==> config.mk <==
export PLATFORM = sky130hd
export DESIGN_NAME = ps2_scancode_fifo_rx
export DESIGN_NICKNAME = d
export VERILOG_FILES = /design/src/rtl/ps2_scancode_fifo_rx.sv
export SDC_FILE = /design/constraint.sdc
export NUM_CORES = 1
export LEC_CHECK = 0
export CORE_AREA = 4 4 118 120
export DETAILED_ROUTE_END_ITERATION = 12
export DIE_AREA = 0 0 122 124
export DONT_BUFFER_PORTS = 1
export PLACE_DENSITY = 0.66
export SLEW_MARGIN = 5
export SYNTH_ARGS = -nofsm -noshare
export SYNTH_HDL_FRONTEND = slang
export SYNTH_SLANG_ARGS = --single-unit
==> constraint.sdc <==
create_clock -name CLK -period 2.9 [get_ports CLK]
set_input_delay 0.145 -clock CLK [delete_from_list [all_inputs] [get_ports CLK]]
set_output_delay 0.145 -clock CLK [all_outputs]
set_load 0.005 [all_outputs]
==> src/rtl/ps2_scancode_fifo_rx.sv <==
// rtl/ps2_scancode_fifo_rx.sv - PS/2 keyboard receiver with glitch filter, prefix decoding and event FIFO
//
// Receives 11-bit PS/2 frames from the raw pins. It filters the clock pin, checks each frame,
// and decodes E0 (extended) and F0 (break) prefixes. Each completed key event is queued in a
// first-word-fall-through FIFO.
//
// Ports:
//   CLK, RST_N     system clock (rising edge) and asynchronous active-low reset
//   PS2_CLK        raw PS/2 clock pin (asynchronous)
//   PS2_DATA       raw PS/2 data pin (asynchronous)
//   KEY_READY      consumer accepts the head entry (pops when KEY_VALID is also 1)
//   CLR_OVF        single-cycle pulse that clears OVERFLOW
//   KEY_VALID      FIFO not empty; the head entry is shown on KEY_CODE/KEY_BREAK/KEY_EXTENDED
//   KEY_CODE       scan code of the head entry (0 when empty)
//   KEY_BREAK      head entry is a release (0 when empty)
//   KEY_EXTENDED   head entry is extended (0 when empty)
//   FIFO_COUNT     number of stored entries
//   FRAME_ERROR    single-cycle pulse on a bad or timed-out frame
//   OVERFLOW       sticky flag; an event was dropped because the FIFO was full
module ps2_scancode_fifo_rx #(
  parameter int FILTER_LEN     = 8,
  parameter int TIMEOUT_CYCLES = 50000,
  parameter int FIFO_DEPTH     = 8
) (
  input  logic                          CLK,
  input  logic                          RST_N,
  input  logic                          PS2_CLK,
  input  logic                          PS2_DATA,
  input  logic                          KEY_READY,
  input  logic                          CLR_OVF,
  output logic                          KEY_VALID,
  output logic [7:0]                    KEY_CODE,
  output logic                          KEY_BREAK,
  output logic                          KEY_EXTENDED,
  output logic [$clog2(FIFO_DEPTH):0]   FIFO_COUNT,
  output logic                          FRAME_ERROR,
  output logic                          OVERFLOW
);

  localparam int AW = $clog2(FIFO_DEPTH);
  localparam int CW = AW + 1;
  localparam int FW = $clog2(FILTER_LEN + 1);
  localparam int TW = $clog2(TIMEOUT_CYCLES + 1);

  // ---------------------------------------------------------------- input path
  logic [1:0]    clk_sync;
  logic [1:0]    data_sync;
  logic          filt_clk;
  logic [FW-1:0] filt_cnt;
  logic          fall;      // one cycle after the filtered clock drops
  logic          bit_s;     // data level captured with that drop

  always_ff @(posedge CLK or negedge RST_N) begin
    if (!RST_N) begin
      clk_sync  <= 2'b11;
      data_sync <= 2'b11;
    end else begin
      clk_sync  <= {clk_sync[0], PS2_CLK};
      data_sync <= {data_sync[0], PS2_DATA};
    end
  end

  // The filtered level only follows the synced clock once FILTER_LEN samples
  // in a row disagree with it. Any agreeing sample restarts the run.
  always_ff @(posedge CLK or negedge RST_N) begin
    if (!RST_N) begin
      filt_clk <= 1'b1;
      filt_cnt <= '0;
      fall     <= 1'b0;
      bit_s    <= 1'b0;
    end else begin
      fall <= 1'b0;
      if (clk_sync[1] != filt_clk) begin
        if (filt_cnt == FW'(FILTER_LEN - 1)) begin
          filt_clk <= clk_sync[1];
          filt_cnt <= '0;
          if (filt_clk) begin
            fall  <= 1'b1;
            bit_s <= data_sync[1];
          end
        end else begin
          filt_cnt <= filt_cnt + 1'b1;
        end
      end else begin
        filt_cnt <= '0;
      end
    end
  end

  // ---------------------------------------------------------------- frame FSM
  typedef enum logic [1:0] {S_IDLE, S_RECV, S_CHECK} state_t;

  state_t        state;
  logic [10:0]   shreg;     // [0]=start, [8:1]=data, [9]=parity, [10]=stop once full
  logic [3:0]    bitcnt;
  logic [TW-1:0] to_cnt;
  logic          byte_valid;
  logic [7:0]    byte_data;
  logic          frame_ok;
  logic          timeout_hit;
  logic          err_now;

  assign frame_ok    = !shreg[0] && shreg[10] && (^shreg[9:1]);
  assign timeout_hit = (state == S_RECV) && !fall && (to_cnt == TW'(TIMEOUT_CYCLES - 1));
  assign err_now     = ((state == S_CHECK) && !frame_ok) || timeout_hit;

  always_ff @(posedge CLK or negedge RST_N) begin
    if (!RST_N) begin
      state       <= S_IDLE;
      shreg       <= '0;
      bitcnt      <= '0;
      to_cnt      <= '0;
      FRAME_ERROR <= 1'b0;
      byte_valid  <= 1'b0;
      byte_data   <= '0;
    end else begin
      FRAME_ERROR <= 1'b0;
      byte_valid  <= 1'b0;
      case (state)
        S_IDLE: begin
          to_cnt <= '0;
          if (fall) begin
            shreg  <= {bit_s, shreg[10:1]};
            bitcnt <= 4'd1;
            state  <= S_RECV;
          end
        end
        S_RECV: begin
          if (fall) begin
            shreg  <= {bit_s, shreg[10:1]};
            to_cnt <= '0;
            if (bitcnt == 4'd10) begin
              state <= S_CHECK;
            end else begin
              bitcnt <= bitcnt + 4'd1;
            end
          end else if (timeout_hit) begin
            state       <= S_IDLE;
            to_cnt      <= '0;
            FRAME_ERROR <= 1'b1;
          end else begin
            to_cnt <= to_cnt + 1'b1;
          end
        end
        S_CHECK: begin
          state <= S_IDLE;
          if (frame_ok) begin
            byte_valid <= 1'b1;
            byte_data  <= shreg[8:1];
          end else begin
            FRAME_ERROR <= 1'b1;
          end
        end
        default: state <= S_IDLE;
      endcase
    end
  end

  // ---------------------------------------------------------------- prefix decoder
  logic ext_flag;
  logic brk_flag;
  logic push_req;

  assign push_req = byte_valid && (byte_data != 8'hE0) && (byte_data != 8'hF0);

  always_ff @(posedge CLK or negedge RST_N) begin
    if (!RST_N) begin
      ext_flag <= 1'b0;
      brk_flag <= 1'b0;
    end else if (err_now) begin
      ext_flag <= 1'b0;
      brk_flag <= 1'b0;
    end else if (byte_valid) begin
      if (byte_data == 8'hE0) begin
        ext_flag <= 1'b1;
      end else if (byte_data == 8'hF0) begin
        brk_flag <= 1'b1;
      end else begin
        ext_flag <= 1'b0;
        brk_flag <= 1'b0;
      end
    end
  end

  // ---------------------------------------------------------------- event FIFO
  logic [9:0]    mem [FIFO_DEPTH];
  logic [AW-1:0] wr_ptr;
  logic [AW-1:0] rd_ptr;
  logic [CW-1:0] count;
  logic          full;
  logic          do_pop;
  logic          do_push;
  logic [9:0]    head;

  assign full    = (count == CW'(FIFO_DEPTH));
  assign do_pop  = KEY_VALID && KEY_READY;
  // A pop in the same cycle frees the slot, so a full FIFO still accepts the push.
  assign do_push = push_req && (!full || do_pop);

  always_ff @(posedge CLK) begin
    if (do_push) begin
      mem[wr_ptr] <= {ext_flag, brk_flag, byte_data};
    end
  end

  always_ff @(posedge CLK or negedge RST_N) begin
    if (!RST_N) begin
      wr_ptr   <= '0;
      rd_ptr   <= '0;
      count    <= '0;
      OVERFLOW <= 1'b0;
    end else begin
      if (do_push) wr_ptr <= wr_ptr + 1'b1;
      if (do_pop)  rd_ptr <= rd_ptr + 1'b1;
      case ({do_push, do_pop})
        2'b10:   count <= count + CW'(1);
        2'b01:   count <= count - CW'(1);
        default: count <= count;
      endcase
      // A new drop takes priority over a clear arriving in the same cycle.
      if (push_req && full && !do_pop) begin
        OVERFLOW <= 1'b1;
      end else if (CLR_OVF) begin
        OVERFLOW <= 1'b0;
      end
    end
  end

  assign head         = mem[rd_ptr];
  assign KEY_VALID    = (count != '0);
  assign KEY_CODE     = KEY_VALID ? head[7:0] : 8'h00;
  assign KEY_BREAK    = KEY_VALID ? head[8]   : 1'b0;
  assign KEY_EXTENDED = KEY_VALID ? head[9]   : 1'b0;
  assign FIFO_COUNT   = count;

endmodule

==> results.cfg, run 1 <==
[run_status]
status = completed

[finish]
postLayoutCellArea_um2 = 7270
n_antenna_cell = 0
nFillCells = 1066
syn2layout_area_growth_pct = 15.4
drive_above_1_share = 0.226
final_cell_mix = 80 x edfxtp_1, 62 x dfrtp_1, 29 x nor2_1
layout_commonest_cell = edfxtp_1
final_nets = 461

[power_and_ir_drop]
total_power_mw = 4.55
power_frac_clock = 0.496
switchingPower_mw = 0.871
leakage_nw = 2.99
power.density_nw_per_um2 = 625
power.share.combinational = 0.015
internal_power_mw = 3.68
seqPwrFrac = 0.489
switching_share = 0.191
ir_worst_vdd_uv = 303

[setup_path]
path_common_cell = xor2_1
timing.rr.end = FIFO_COUNT[2]$_DFFE_PN0P_
worstSetupStartpointType = register
worstSetupPathType = reg -> reg
cp_slowest_cell = dfrtp_1
regToRegStartpoint = FIFO_COUNT[1]$_DFFE_PN0P_
reg2regPathDepth = 10
critical-path-max-stage-delay_ns = 0.47
required_ns = 3.19
crit_chain = nor4_2 > inv_1 > and2_1 > ha_1 > xor2_1 > ha_1 > a21oi_1 > xor2_1 > nor2_1 > xor2_1
cp-end-kind = register
critical_path_arrival_ns = 2.76
rrSetupSlack_ns = 0.43
path_max_fanout = 8

[sta]
rsz0062_at_grt = no
layout_min_cycle_time_ns = 2.47
hold_ws_ns = 0.0264
tns_ns = 0
worstMarginPinSlew_ns = 0.699
fmax_ghz = 0.405
slew_headroom = 0.534
slew_viol_final = 0
skew_ns = 0.00683
timing.final.crit_share = 0.851
setup_violations = 0
hold_viol = 0

[clock_tree]
cts_setup_buffers = 0
cts.sinks = 147
cts_buffers = 17
clockBufferDepth = 2
cts_root_buffer = clkbuf_16
htree_levels = 4
path_clk_slew_ns = 0.06
cts_tree = done
clk_latency_ns = 0.42

[global_routing]
grt_overflow = 0
grt_max_degree = 68
antenna_found_initial = 0
grt_pass1_vias = 3497
track_usage = 0.158
grt_first_pass_wirelength_mm = 17.8

[synthesis]
synth_top_area_cell = edfxtp_1
ys_types = 50
synthAdderAreaFrac = 0.0258
synth_top_family_by_area = multiplexers
postSynthAreaPerCell_um2 = 15.2
synth_compound_area_frac = 0.0480
yosysSeqAreaShare = 0.648
syn_area_um2 = 6300
synth-async-reset-ratio = 0.456
yosysTopAreaCellShare = 0.381
synthXorXnorAreaFrac = 0.0351
netlist_instances = 416
synth-simple-area-share = 0.0913
synth_nets = 435
yosys-top-cells-area = edfxtp_1 38%, dfrtp_1 25%, mux4_2 7.1%
synth_ff_type = edfxtp_1
ys_ff_latch = 147
synth_edf_count = 80
synth_warnings = 0
synthMuxAreaShare = 0.137

[route]
wl_met2_mm = 5.62
top_layer_used = met4
met3_length_um = 338
wl_mm = 10.7
drt_pre_antenna_iters = 4
drtIter0Drc = 153
avgViaCountPerCell = 5.50
ant_nets = 0
met1_length_mm = 4.53
via_count = 3472
drc_errors = 0
wire_per_inst_um = 16.9

[floorplanning]
chipWidth_um = 122
die_y_um = 124
ios = 23
dieArea_um2 = 15100
coreArea_um2 = 13000
fp-row-count = 42
initial_utilization = 0.486

[hold_path]
min_path_type = in -> reg
hold_path_end = OVERFLOW$_DFFE_PN0P_
hp-start = KEY_READY
hold_depth = 2

[placement]
place_congestion = 0.749
dpl_cell_area_um2 = 6590
port_buffers = 0
hpwl_mm = 6.87

[run]
max-cap-violations = 0
==> Yosys cell counts (4+ instances only) <==
library cell,n
edfxtp_1,80
dfrtp_1,62
nor2_1,29
mux2_2,24
mux4_2,20
nand2_1,14
nand3_1,14
ha_1,13
nor3_1,13
o21ai_0,13
mux2i_1,12
xnor2_1,12
inv_1,11
a21oi_1,8
xor2_1,8
clkbuf_1,7
a22o_1,6
nand2b_1,6
buf_2,5
dfstp_2,5
nor4_1,5
a21o_1,4
nand4_1,4
==> worst max-delay path, delay by kind of cell (launching register included) <==
family,cells,cell delay [ns]
compound gates,1,0.15
xor+xnor,3,0.47
fa+ha+maj,2,0.48
buf+inv,1,0.11
flops,1,0.47
simple gates,3,0.66
==> cell families after synthesis <==
logic type	Yosys count
flip-flops	147
adder cells (fa/ha/maj)	13
buffers and inverters	23
AND/OR/NAND/NOR	109
AO/OA/AOI/OAI	45
multiplexers	57
XOR/XNOR	22
==> metrics by stage <==
stage	setup WS, ns	std cells	util
finish	0.433	631	0.560
global route	0.309	631	0.560
CTS	0.417	631	0.560
detailed placement	0.436	594	0.508
global placement	0.492	594	0.508
floorplan	0.448	416	-
==> sequential cells by signal (all words and copies together), names as in the netlist, 2 cells and up <==
| signal | flops |
|---|---|
| bitcnt | 4 |
| wr_ptr | 3 |
| to_cnt | 16 |
| rd_ptr | 3 |
| byte_data | 8 |
| state | 2 |
| FIFO_COUNT | 4 |
| clk_sync | 2 |
| data_sync | 2 |
| mem | 80 |
| filt_cnt | 4 |
| shreg | 11 |
==> how the worst max path moves through the flow <==
| stage | startpoint | to | slack (ns) | cells past startpoint |
|---|---|---|---|---|
| 5_1_grt | byte_data[2]$_DFFE_PN0P_ | FIFO_COUNT[2]$_DFFE_PN0P_ | 0.31 | 10 |
| 3_5_place_dp | FIFO_COUNT[1]$_DFFE_PN0P_ | FIFO_COUNT[2]$_DFFE_PN0P_ | 0.44 | 10 |
| 6_report | FIFO_COUNT[1]$_DFFE_PN0P_ | FIFO_COUNT[2]$_DFFE_PN0P_ | 0.43 | 10 |
| 3_3_place_gp | FIFO_COUNT[1]$_DFFE_PN0P_ | FIFO_COUNT[2]$_DFFE_PN0P_ | 0.49 | 10 |
| 4_1_cts | FIFO_COUNT[1]$_DFFE_PN0P_ | FIFO_COUNT[2]$_DFFE_PN0P_ | 0.42 | 10 |
| 2_1_floorplan | FIFO_COUNT[1]$_DFFE_PN0P_ | FIFO_COUNT[2]$_DFFE_PN0P_ | 0.45 | 12 |
==> what timing repair did <==
item,in CTS,in global routing
hold endpoints to repair,70,0
hold buffers,5,0
endpoints found under the setup margin,0,0
resized for setup,0,0
==> power groups by stage <==
| stage | clock network [mW] | registers, mW | logic (mW) |
|---|---|---|---|
| 4_1_cts | 2.31 | 2.22 | 0.0719 |
| 3_3_place_gp | 0 | 2.26 | 0.0417 |
| 3_5_place_dp | 0 | 2.26 | 0.0434 |
| 6_report | 2.25 | 2.22 | 0.0693 |
| 2_1_floorplan | 0 | 2.26 | 0.0366 |
| 5_1_grt | 2.39 | 2.23 | 0.0811 |
==> routing by layer <==
layer  vias up  track usage
li1       1641            -
met2        44        0.275
met4         0       0.0630
met3        16       0.0431
met5         -            0
met1      1771        0.189
==> layout make-up <==
cell class	count	area, µm²	share of cell area
sequential	147	4090	0.562
multi-input combinational	246	2140	0.294
clock buffer	19	433	0.0595
tap	176	220	0.0303
clock inverter	13	183	0.0251
timing repair buffer	19	173	0.0237
inverter	11	41.3	0.00568
Power figures use the tool's default switching activity.
==> run 2, diff against run 1 <==
GPL_TIMING_DRIVEN = 0   (was unset)
==> run 2 against run 1 <==
- sequential cell count unchanged
- clock skew up 0.0024 ns
- worst setup slack worse by 0.24 ns
- via count up 0.81%
- die area unchanged
- final cell count up 0.48%
- critical path depth up 1
- global-route usage up 0.53 points
- clock power down 8%
- first-iteration DRC count up 22%
- register-to-register slack worse by 0.24 ns
- cell area down 0.55%
- critical endpoint unchanged
==> results.cfg, run 2 (same netlist as run 1, synthesis figures left out) <==
[run_status]
status = completed

[finish]
largestRegisters = mem (80), to_cnt (16), shreg (11)
syn2layout_area_growth_pct = 14.7
drive_above_1_share = 0.231
utilization = 0.557
postLayoutCellArea_um2 = 7230
largest_reg_flops = 80
final_nets = 464
final_cell_mix = 80 x edfxtp_1, 62 x dfrtp_1, 29 x nor2_1
n_antenna_cell = 0
layout_commonest_cell = edfxtp_1
nFillCells = 1060
largest-register = mem
regArea_um2 = 4090
multi_input_area_um2 = 2170

[floorplanning]
initial_utilization = 0.486
coreArea_um2 = 13000
fp-row-count = 42
dieArea_um2 = 15100
die_y_um = 124
chipWidth_um = 122
ios = 23

[sta]
tns_ns = 0
setup_violations = 0
slew_viol_final = 0
rsz0062_at_grt = no
skew_ns = 0.00920
setup_slack_ns = 0.191
hold_viol = 0
timing.final.crit_share = 0.934
layout_min_cycle_time_ns = 2.71
slew_headroom = 0.333
worstMarginPinSlew_ns = 0.997
fmax_ghz = 0.369

[route]
drt_pre_antenna_iters = 4
ant_nets = 0
wire_per_inst_um = 17.6
avgViaCountPerCell = 5.52
drc_errors = 0
via_count = 3500
drtIter0Drc = 187
wl_mm = 11.1

[placement]
hpwl_mm = 7.31
pre_cts_slack_ns = -0.194
port_buffers = 0
place_congestion = 0.755
dpl_cell_area_um2 = 6590

[global_routing]
grt_max_degree = 68
use_met1 = 0.204
track_usage = 0.164
antenna_found_initial = 0
grt_util_met3 = 0.0463
grt_first_pass_wirelength_mm = 18.6
grt_pass1_vias = 3590
grt_overflow = 0
gr-usage-met2 = 0.276
top_usage_layer = met2

[hold_path]
min_path_type = in -> reg

[setup_path]
worstSetupStartpointType = register
cp-end-kind = register
critical_path_arrival_ns = 3.00
required_ns = 3.19
path_max_fanout = 7
worstSetupPathType = reg -> reg

[clock_tree]
cts_buffers = 17
clockBufferDepth = 2
clk_latency_ns = 0.42
cts_tree = done
path_clk_slew_ns = 0.06
cts_setup_buffers = 0
htree_levels = 4
cts_root_buffer = clkbuf_16
cts.sinks = 147

[power_and_ir_drop]
ir_worst_vdd_uv = 503
total_power_mw = 4.35
power.density_nw_per_um2 = 602
leakage_nw = 2.96

[run]
max-cap-violations = 0
[run 2: layer usage]
metal,vias to the layer above,part of all wire
met5,-,0
met4,0,0.013
met3,13,0.033
met2,48,0.51
met1,1794,0.44
li1,1645,-
[run 2: critical path, stage by stage, from the launching register on]
cell and delay, ns:
dfrtp_1 0.48, nor4_4 0.41, inv_1 0.12, and2_1 0.17, clkbuf_1 0.18, ha_1 0.32
xor2_1 0.17, ha_1 0.19, a21oi_1 0.15, xor2_1 0.18, nor2_1 0.07, xor2_1 0.14
[run 2: area by class of cell]
type,count,share of cell area
Timing Repair Buffer,10,0.0145
Multi-Input combinational cell,246,0.300
Inverter,11,0.00571
Sequential cell,147,0.565
Buffer,12,0.00709
Clock inverter,14,0.0182
Clock buffer,18,0.0593
Tap cell,176,0.0304
[run 2: worst paths after layout]
path                                      startpoint                        end  cells past startpoint  slack (ns)
max                        FIFO_COUNT[2]$_DFFE_PN0P_  FIFO_COUNT[2]$_DFFE_PN0P_                     11        0.19
min                                        KEY_READY       OVERFLOW$_DFFE_PN0P_                      2        0.06
max reg2reg                FIFO_COUNT[2]$_DFFE_PN0P_  FIFO_COUNT[2]$_DFFE_PN0P_                     11        0.19
min reg2reg                    clk_sync[0]$_DFF_PN1_      clk_sync[1]$_DFF_PN1_                      0        0.35
max in group asynchronous                      RST_N     data_sync[0]$_DFF_PN1_                      2        2.31
min in group asynchronous                      RST_N      to_cnt[9]$_DFFE_PN0N_                      2        0.24
[run 2: stage by stage]
step	hold slack, ns	cells
2_1_floorplan	-0.151	416
3_3_place_gp	-0.149	592
3_5_place_dp	-0.148	597
4_1_cts	0.00937	634
5_1_grt	0.0677	634
6_report	0.0641	634
[run 2: power breakdown]
group / internal [mW] / switching (mW) / total (mW)
sequential: 2.21 / 0.0129 / 2.22
combinational: 0.0287 / 0.0399 / 0.0686
clock: 1.19 / 0.870 / 2.06
total: 3.43 / 0.922 / 4.35
[run 2: repair_timing]
item / 4_1_cts / 5_1_grt
setup endpoints to repair: 1 / 1
resized for setup: 2 / 1
hold buffers: 5 / 0
pin swaps: 0 / 1
endpoints found under the hold margin: 70 / 0
==> run 3, diff against run 2 <==
CORE_AREA = 4 4 140 101   (was 4 4 118 120)
DIE_AREA = 0 0 144 105   (was 0 0 122 124)
==> run 3 against run 2 <==
- final cell count is 2.2% lower
- worst setup slack improved by 0.048 ns
- cell area down 0.78%
- first-iteration DRC count is the same
- count of clock-buffer cells in the layout up 1
- register-to-register slack better by 0.05 ns
- sequential share of layout area increased by 0.44 points
- sequential power is essentially flat
- total power down 0.50%
- highest routed layer unchanged
- critical path type unchanged
==> results.cfg, run 3 (same netlist as run 1, synthesis figures left out) <==
[run_status]
status = completed

[sta]
slew_viol_final = 0
slew_headroom = 0.341
hold_viol = 0
worstMarginPinSlew_ns = 0.985
skew_ns = 0.0145
setup_slack_ns = 0.239
fmax_ghz = 0.376
rsz0062_at_grt = no
layout_min_cycle_time_ns = 2.66
setup_violations = 0
timing.final.crit_share = 0.918

[clock_tree]
htree_levels = 4
cts.sinks = 147
clockBufferDepth = 2
cts_root_buffer = clkbuf_16
path_clk_slew_ns = 0.06
clk_latency_ns = 0.41
cts_tree = done
cts_buffers = 17

[setup_path]
worstSetupStartpointType = register
critical-path-max-stage-delay_ns = 0.39
cp-end-kind = register
critical_path_arrival_ns = 2.95
path_max_fanout = 7
crit_start = FIFO_COUNT[1]$_DFFE_PN0P_
required_ns = 3.18
cp_slowest_cell = dfrtp_1
path_common_cell = xor2_1
crit_chain = clkbuf_1 > nor4_2 > inv_1 > and2_1 > clkbuf_1 > ha_1 > xor2_1 > ha_1 > a21oi_1 > xor2_1 > nor2_1 > xor2_1
regToRegStartpoint = FIFO_COUNT[1]$_DFFE_PN0P_
worstSetupPathType = reg -> reg

[finish]
n_antenna_cell = 0
postLayoutCellArea_um2 = 7180
layout.cells.non_filler = 620
nFillCells = 1021
final_nets = 460
utilization = 0.556
largestRegisters = mem (80), to_cnt (16), shreg (11)
largest_reg_flops = 80
final_cell_mix = 80 x edfxtp_1, 62 x dfrtp_1, 29 x nor2_1
largest-register = mem
layout_commonest_cell = edfxtp_1
syn2layout_area_growth_pct = 13.9
drive_above_1_share = 0.225

[placement]
place_congestion = 0.799
pre_cts_slack_ns = 0.148
dpl.cell_count = 583
dpl_cell_area_um2 = 6550
port_buffers = 0
hpwl_mm = 7.13

[global_routing]
grt_max_degree = 68
grt_pass1_vias = 3472
antenna_found_initial = 0
grt_overflow = 0
grt_first_pass_wirelength_mm = 18.2
track_usage = 0.158

[hold_path]
min_path_type = in -> reg
hp-start = KEY_READY

[route]
wl_mm = 10.9
drt_pre_antenna_iters = 4
avgViaCountPerCell = 5.44
ant_nets = 0
drtIter0Drc = 187
via_count = 3370
drc_errors = 0
wire_per_inst_um = 17.6

[floorplanning]
chipWidth_um = 144
dieArea_um2 = 15100
die_y_um = 105
fp-row-count = 35
ios = 23
initial_utilization = 0.488
coreArea_um2 = 12900

[power_and_ir_drop]
power_frac_clock = 0.470
power.density_nw_per_um2 = 603
internal_power_mw = 3.44
ir_worst_vdd_uv = 443
seqPwrFrac = 0.514
switchingPower_mw = 0.892
power.share.combinational = 0.017
switching_share = 0.206
leakage_nw = 2.92

[run]
max-cap-violations = 0
## run 3: cell count changes in the layout (fill, tap and decap cells not counted), sizes merged
cell	previous run	this run
clkbuf	25	26
clkinvlp	3	6
inv	15	12
clkinv	6	5
buf	11	7
## run 3: area by class of cell
type | instances | area [µm²] | area share
Buffer | 12 | 51.3 | 0.00715
Clock buffer | 19 | 443 | 0.0617
Clock inverter | 13 | 113 | 0.0157
Inverter | 11 | 41.3 | 0.00575
Multi-Input combinational cell | 246 | 2160 | 0.301
Sequential cell | 147 | 4090 | 0.569
Tap cell | 166 | 208 | 0.0289
Timing Repair Buffer | 6 | 75.1 | 0.0105
## run 3: critical path, delay by kind of cell (launching register included)
family	cells	cell delay (ns)
AOI/OAI and AO/OA	1	0.15
xor gates and xnor gates	3	0.47
adders and majority gates	2	0.49
buffers and inverters	3	0.46
DFF	1	0.39
and+or+nand+nor	3	0.59
## run 3: power by group through the flow
| stage | clock network (mW) | registers (mW) | logic (mW) |
|---|---|---|---|
| 3_5_place_dp | 0 | 2.27 | 0.0482 |
| 6_report | 2.03 | 2.22 | 0.0721 |
| 5_1_grt | 2.18 | 2.23 | 0.0876 |
| 3_3_place_gp | 0 | 2.26 | 0.0413 |
| 2_1_floorplan | 0 | 2.26 | 0.0366 |
| 4_1_cts | 2.08 | 2.22 | 0.0754 |
## run 3: layer usage
| layer | vias up | track usage | wire length (µm) |
|---|---|---|---|
| li1 | 1632 | - | - |
| met5 | - | 0 | 0 |
| met4 | 0 | 0.0444 | 101 |
| met1 | 1687 | 0.228 | 5370 |
| met3 | 9 | 0.0485 | 311 |
| met2 | 42 | 0.234 | 5130 |
## run 3: timing repair
action | 4_1_cts | 5_1_grt
setup buffers | 0 | 0
endpoints found under the setup margin | 0 | 1
endpoints found under the hold margin | 70 | 0
hold buffers | 5 | 0
resized for setup | 0 | 2
## run 3: path summary, 6_finish.rpt
kind | endpoint | slack, ns | cells past startpoint
hold reg to reg | data_sync[1]$_DFF_PN1_ | 0.36 | 0
setup reg to reg | FIFO_COUNT[2]$_DFFE_PN0P_ | 0.24 | 12
min in group asynchronous | to_cnt[9]$_DFFE_PN0N_ | 0.27 | 2
setup / recovery | FIFO_COUNT[2]$_DFFE_PN0P_ | 0.24 | 12
hold / removal | OVERFLOW$_DFFE_PN0P_ | 0.1 | 2
max in group asynchronous | data_sync[1]$_DFF_PN1_ | 2.34 | 2
## run 3: stage by stage
stage	hold WS (ns)	TNS [ns]	total power, mW
final	0.0969	0	4.33
after global routing	0.100	0	4.50
after CTS	0.0634	0	4.38
after detailed placement	-0.148	0	2.31
after global placement	-0.148	-3.68	2.31
after floorplan	-0.151	0	2.30
